[config.mk]
export PLATFORM = sky130hd
export DESIGN_NAME = cnt_state_driver
export DESIGN_NICKNAME = d
export VERILOG_FILES = /design/src/rtl/cnt_state_driver.sv
export SDC_FILE = /design/constraint.sdc
export NUM_CORES = 1
export LEC_CHECK = 0
export BUFFER_PORTS_ARGS = -buffer_cell sky130_fd_sc_hd__clkbuf_2
export CAP_MARGIN = 20
export CORE_UTILIZATION = 42
export CTS_CLUSTER_SIZE = 10
export DETAILED_ROUTE_END_ITERATION = 12
export GPL_ROUTABILITY_DRIVEN = 1
export PLACE_DENSITY = 0.67
export SETUP_SLACK_MARGIN = 0.4
export SLEW_MARGIN = 20
export SYNTH_ARGS = -nofsm -noshare
export SYNTH_HDL_FRONTEND = slang
export SYNTH_SLANG_ARGS = --single-unit
[constraint.sdc]
create_clock -name clk -period 4.45 [get_ports clk]
set_input_delay 0.445 -clock clk [delete_from_list [all_inputs] [get_ports clk]]
set_output_delay 0.445 -clock clk [all_outputs]
set_load 0.01 [all_outputs]
[src/rtl/cnt_state_driver.sv]
// cnt_state_driver: sequential driver and checker around the combinational counter next-state slice.
module cnt_state_driver #(
  parameter int         W          = 10,
  parameter logic [8:0] SEL_CODE   = 9'h1EC,
  parameter logic [8:0] SEL_IDLE   = 9'h000,
  parameter logic [9:0] MODE_RUN   = 10'h0C2,
  parameter logic [9:0] MODE_BLOCK = 10'h0C1,
  parameter int         MAXRUN     = 1023
) (
  input  logic         clk,
  input  logic         rst,
  input  logic         req_valid,
  output logic         req_ready,
  input  logic [2:0]   req_op,
  input  logic [W-1:0] req_data,
  output logic         rsp_valid,
  input  logic         rsp_ready,
  output logic [W-1:0] rsp_data,
  output logic         rsp_err,
  output logic [W-1:0] sl_state,
  output logic [8:0]   sl_sel,
  output logic [9:0]   sl_mode,
  output logic         sl_en,
  output logic         sl_clr,
  input  logic [W-1:0] sl_next
);
  localparam logic [1:0] IDLE  = 2'd0;
  localparam logic [1:0] DRIVE = 2'd1;
  localparam logic [1:0] CAPT  = 2'd2;
  localparam logic [1:0] RESP  = 2'd3;
  localparam logic [2:0] OP_LOAD  = 3'd0;
  localparam logic [2:0] OP_STEP  = 3'd1;
  localparam logic [2:0] OP_RUN   = 3'd2;
  localparam logic [2:0] OP_CLEAR = 3'd4;
  localparam logic [2:0] OP_BLK   = 3'd5;
  logic [1:0]   state_q, state_d;
  logic [2:0]   op_q, op_d;
  logic [W-1:0] cnt_q, cnt_d, data_q, data_d, pred;
  logic         err_q, err_d, act, inc;
  assign inc  = op_q == OP_STEP || op_q == OP_RUN;
  assign pred = op_q == OP_CLEAR ? '0 : inc ? cnt_q + W'(1) : cnt_q;
  // Slice fields are held across DRIVE and CAPT so sl_next is settled when captured; LOAD never touches the slice.
  assign act       = (state_q == DRIVE || state_q == CAPT) && op_q != OP_LOAD;
  assign sl_sel    = act && op_q != OP_CLEAR ? SEL_CODE : SEL_IDLE;
  assign sl_mode   = act && inc ? MODE_RUN : MODE_BLOCK;
  assign sl_en     = act && (inc || op_q == OP_BLK);
  assign sl_clr    = act && op_q == OP_CLEAR;
  assign sl_state  = cnt_q;
  assign req_ready = state_q == IDLE && !rst;
  assign rsp_valid = state_q == RESP;
  assign rsp_data  = cnt_q;
  assign rsp_err   = err_q;
  always_comb begin
    state_d = state_q;
    op_d    = op_q;
    cnt_d   = cnt_q;
    data_d  = data_q;
    err_d   = err_q;
    case (state_q)
      IDLE: if (req_valid) begin
        op_d    = req_op;
        data_d  = req_op == OP_RUN && req_data > W'(MAXRUN) ? W'(MAXRUN) : req_data;
        err_d   = req_op > 3'd5;
        state_d = req_op > 3'd5 || (req_op == OP_RUN && req_data == '0) ? RESP : DRIVE;
      end
      DRIVE: begin
        cnt_d   = op_q == OP_LOAD ? data_q : cnt_q;
        state_d = op_q == OP_LOAD ? RESP : CAPT;
      end
      CAPT: begin
        cnt_d   = sl_next;
        err_d   = err_q || sl_next != pred;
        data_d  = op_q == OP_RUN ? data_q - W'(1) : data_q;
        state_d = op_q == OP_RUN && data_q != W'(1) ? DRIVE : RESP;
      end
      default: if (rsp_ready) begin
        err_d   = 1'b0;
        state_d = IDLE;
      end
    endcase
  end
  always_ff @(posedge clk or posedge rst) begin
    if (rst) begin
      state_q <= IDLE;
      op_q    <= '0;
      cnt_q   <= '0;
      data_q  <= '0;
      err_q   <= 1'b0;
    end else begin
      state_q <= state_d;
      op_q    <= op_d;
      cnt_q   <= cnt_d;
      data_q  <= data_d;
      err_q   <= err_d;
    end
  end
endmodule

==> impl_metrics.yaml <==
synthesis:
  syn-cell-area_sq_mm: 0.00247
  syn_inst: 303
  synth_compound_area_frac: 0.192
  ys_seq_elements: 26
  synth_edf_count: 0
  synth_xor_area_frac: 0.0350
  ys_warn_count: 0
  synth-async-reset-ratio: 1.00
  synthTopCellsByArea: "dfrtp_1 (26%), buf_4 (7.9%), o21ai_0 (6.3%), mux2i_1 (6.1%), nand2_1 (4.0%)"
  yosysSeqAreaShare: 0.264
  synth_simple_gate_area_frac: 0.243
  synthAdderAreaFrac: 0.0396
  synth_mux_area_frac: 0.0883
  yosysTopAreaCell: "dfrtp_1"
  ys_types: 55
  synth_top_family_by_area: "simple AND/OR/NAND/NOR gates"
  syn_avg_cell_area_sq_um: 8.14
  ys.flop_type: "dfrtp_1"
  synth_top_area_frac: 0.264
die:
  num_io_pins: 71
  die_area_sq_mm: 0.00618
  die_w_um: 78.6
  num_rows: 27
  start_util: 0.442
  coreArea_sq_mm: 0.00557
  die_h_um: 78.6
worst_setup_path:
  crit_fanout: 22
  cp-start-kind: "flop"
  critical_path.startpoint: "op_q[0]"
  slowest_stage: "dfrtp_1"
  crit_family: "simple AND/OR/NAND/NOR gates"
  cp.required_ns: 4.60
  crit_type: "flop to flop"
  path_cells: "xnor2_2 -> nor4_2 -> xnor2_1 -> or4b_1 -> o311ai_1 -> a31oi_1"
  max_stage_delay_ns: 0.78
  crit_buf_inv: 0
  reg2reg_from: "op_q[0]"
  cp.arrival_ns: 2.80
  end_kind: "flop"
drt:
  ant_nets: 0
  routed_wl_um: 5950
  routed_via_density: 5.45
  vias: 2214
  dr.pass1.iters: 4
  wl_per_cell_um: 14.6
  drc: 0
  drt_iter0_drc: 151
sta:
  fmax_ghz: 0.377
  hold_violations: 0
  period_needed_ns: 2.65
  clock_skew_ns: 0.00431
  worst-slew-pin-transition_ns: 0.696
  fin_ws_ns: 1.80
  tns_ns: 0
  rsz0062_at_grt: "no"
  finalMaxSlewViolations: 0
  finalSetupViolCount: 0
  slew-limit-headroom: 0.531
  period_share: 0.595
job:
  drv_cap: 0
clock_network:
  post_cts_buffers: 0
  cts.path.max_buffers: 2
  cts_resized: 0
  clk_pin_slew_ns: 0.10
  htree_levels: 1
  holdBufCountCts: 0
  cts_root_buf: "clkbuf_8"
  numCtsBuffers: 3
  clock_latency_ns: 0.28
  cts_tree: "yes"
  clock_sinks: 26
cells_and_area:
  fin_nets: 369
  area_growth_pct: 9.08
  drive_gt1_frac: 0.228
  antenna_cells: 0
  design_area_sq_mm: 0.00269
global_route:
  grt_antenna_before_repair: 0
  grt_max_degree: 34
  grt_pass1_vias: 1918
  grt_pass1_wl_um: 9730
  overflow: 0
  track_usage: 0.197
placed_design:
  post-place-ws_ns: 1.80
  io_buffers: 59
  dp_hpwl_um: 4510
  place_congestion: 0.885
  dpl_cell_area_sq_mm: 0.00262
outcome:
  outcome: "completed"
power_and_ir_drop:
  p_per_area_mw_per_mm2: 743
  ir_drop_mv: 0.313
  power_leakage_nw: 1.19
worst_hold_path:
  hold_path.class: "primary input to async pin"
==> per-layer routing <==
layer / part of all wire / vias up / wire (um) / global-route usage
met3: 0.039 / 2 / 234 / 0.0174
met1: 0.50 / 1033 / 2970 / 0.294
li1: - / 1124 / - / -
met2: 0.46 / 55 / 2720 / 0.303
met5: 0 / - / 0 / 0
met4: 0.0040 / 0 / 24 / 0.0444
==> area by class of cell <==
class,count,area [sq um]
Inverter,14,52.6
Clock inverter,1,30.0
Fill cell,567,2880
Tap cell,72,90.1
Clock buffer,3,41.3
Multi-Input combinational cell,229,1520
Timing Repair Buffer,61,310
Sequential cell,26,651
==> flip-flops by register name, summed over array words and instances (netlist names) <==
name	count
op_q	3
data_q	10
rsp_err	1
rsp_data	10
state_q	2
==> synth_stat cells (3+ instances only) <==
cell      count
clkbuf_1      7
ha_1          7
dfrtp_1      26
xnor2_1       5
nand3_1       4
nand3b_1      3
o21ai_0      31
nor4_1       11
mux2_2        5
o211ai_1      8
mux2i_1      15
o31a_1        3
a21oi_1      12
nor3b_1       4
inv_1        13
nor3_1        8
buf_4        26
nor2_1       18
or4b_1        3
buf_2         6
nand2_1      26
nor2b_1       8
nand2b_1      5
nand4b_1      4
xor2_1        3
==> worst paths after layout <==
path	endpoint	slack, ns	cells past startpoint
worst min-delay path	data_q[4]	0.22	2
min in group clk	data_q[2]	0.41	3
max in group asynchronous	rsp_data[8]	3.85	2
worst max register to register	rsp_err	1.80	6
worst min register to register	data_q[7]	0.56	2
worst max-delay path	rsp_err	1.80	6
==> layout by cell type, fill, tap and decap left out, types with 7 or more instances in the layout <==
cell type / synthesis / layout
nor2b_1: 8 / 8
mux2i_1: 15 / 15
o21ai_0: 31 / 31
nor2_1: 18 / 18
conb_1: 2 / 11
clkbuf_2: 0 / 59
nor3_1: 8 / 8
nand2_1: 26 / 26
nor4_1: 11 / 11
o211ai_1: 8 / 8
a21oi_1: 12 / 12
inv_1: 13 / 12
dfrtp_1: 26 / 26
ha_1: 7 / 7
==> cells by family after synthesis <==
logic type | Yosys count
AND/OR/NAND/NOR | 105
AO/OA/AOI/OAI | 75
buffers and inverters | 57
flip-flops | 26
multiplexers | 21
XOR/XNOR | 9
adder cells (fa/ha/maj) | 8
other | 2
==> stage by stage <==
stage               utilization  total power, W  cells  hold slack [ns]
detailed placement        0.470         0.00180    402            0.542
global placement          0.470         0.00177    402            0.524
CTS                       0.483         0.00201    406            0.405
floorplan                     -         0.00158    312            0.483
finish                    0.483         0.00200    406            0.218
global route              0.483         0.00219    406            0.271
==> power by group <==
part	switching [W]	internal [W]
combinational	0.000655	0.000527
sequential	0.000259	0.000352
clock	0.0000840	0.000121
total	0.000998	0.00100
Note: power is estimated with default switching activity, not from simulation.
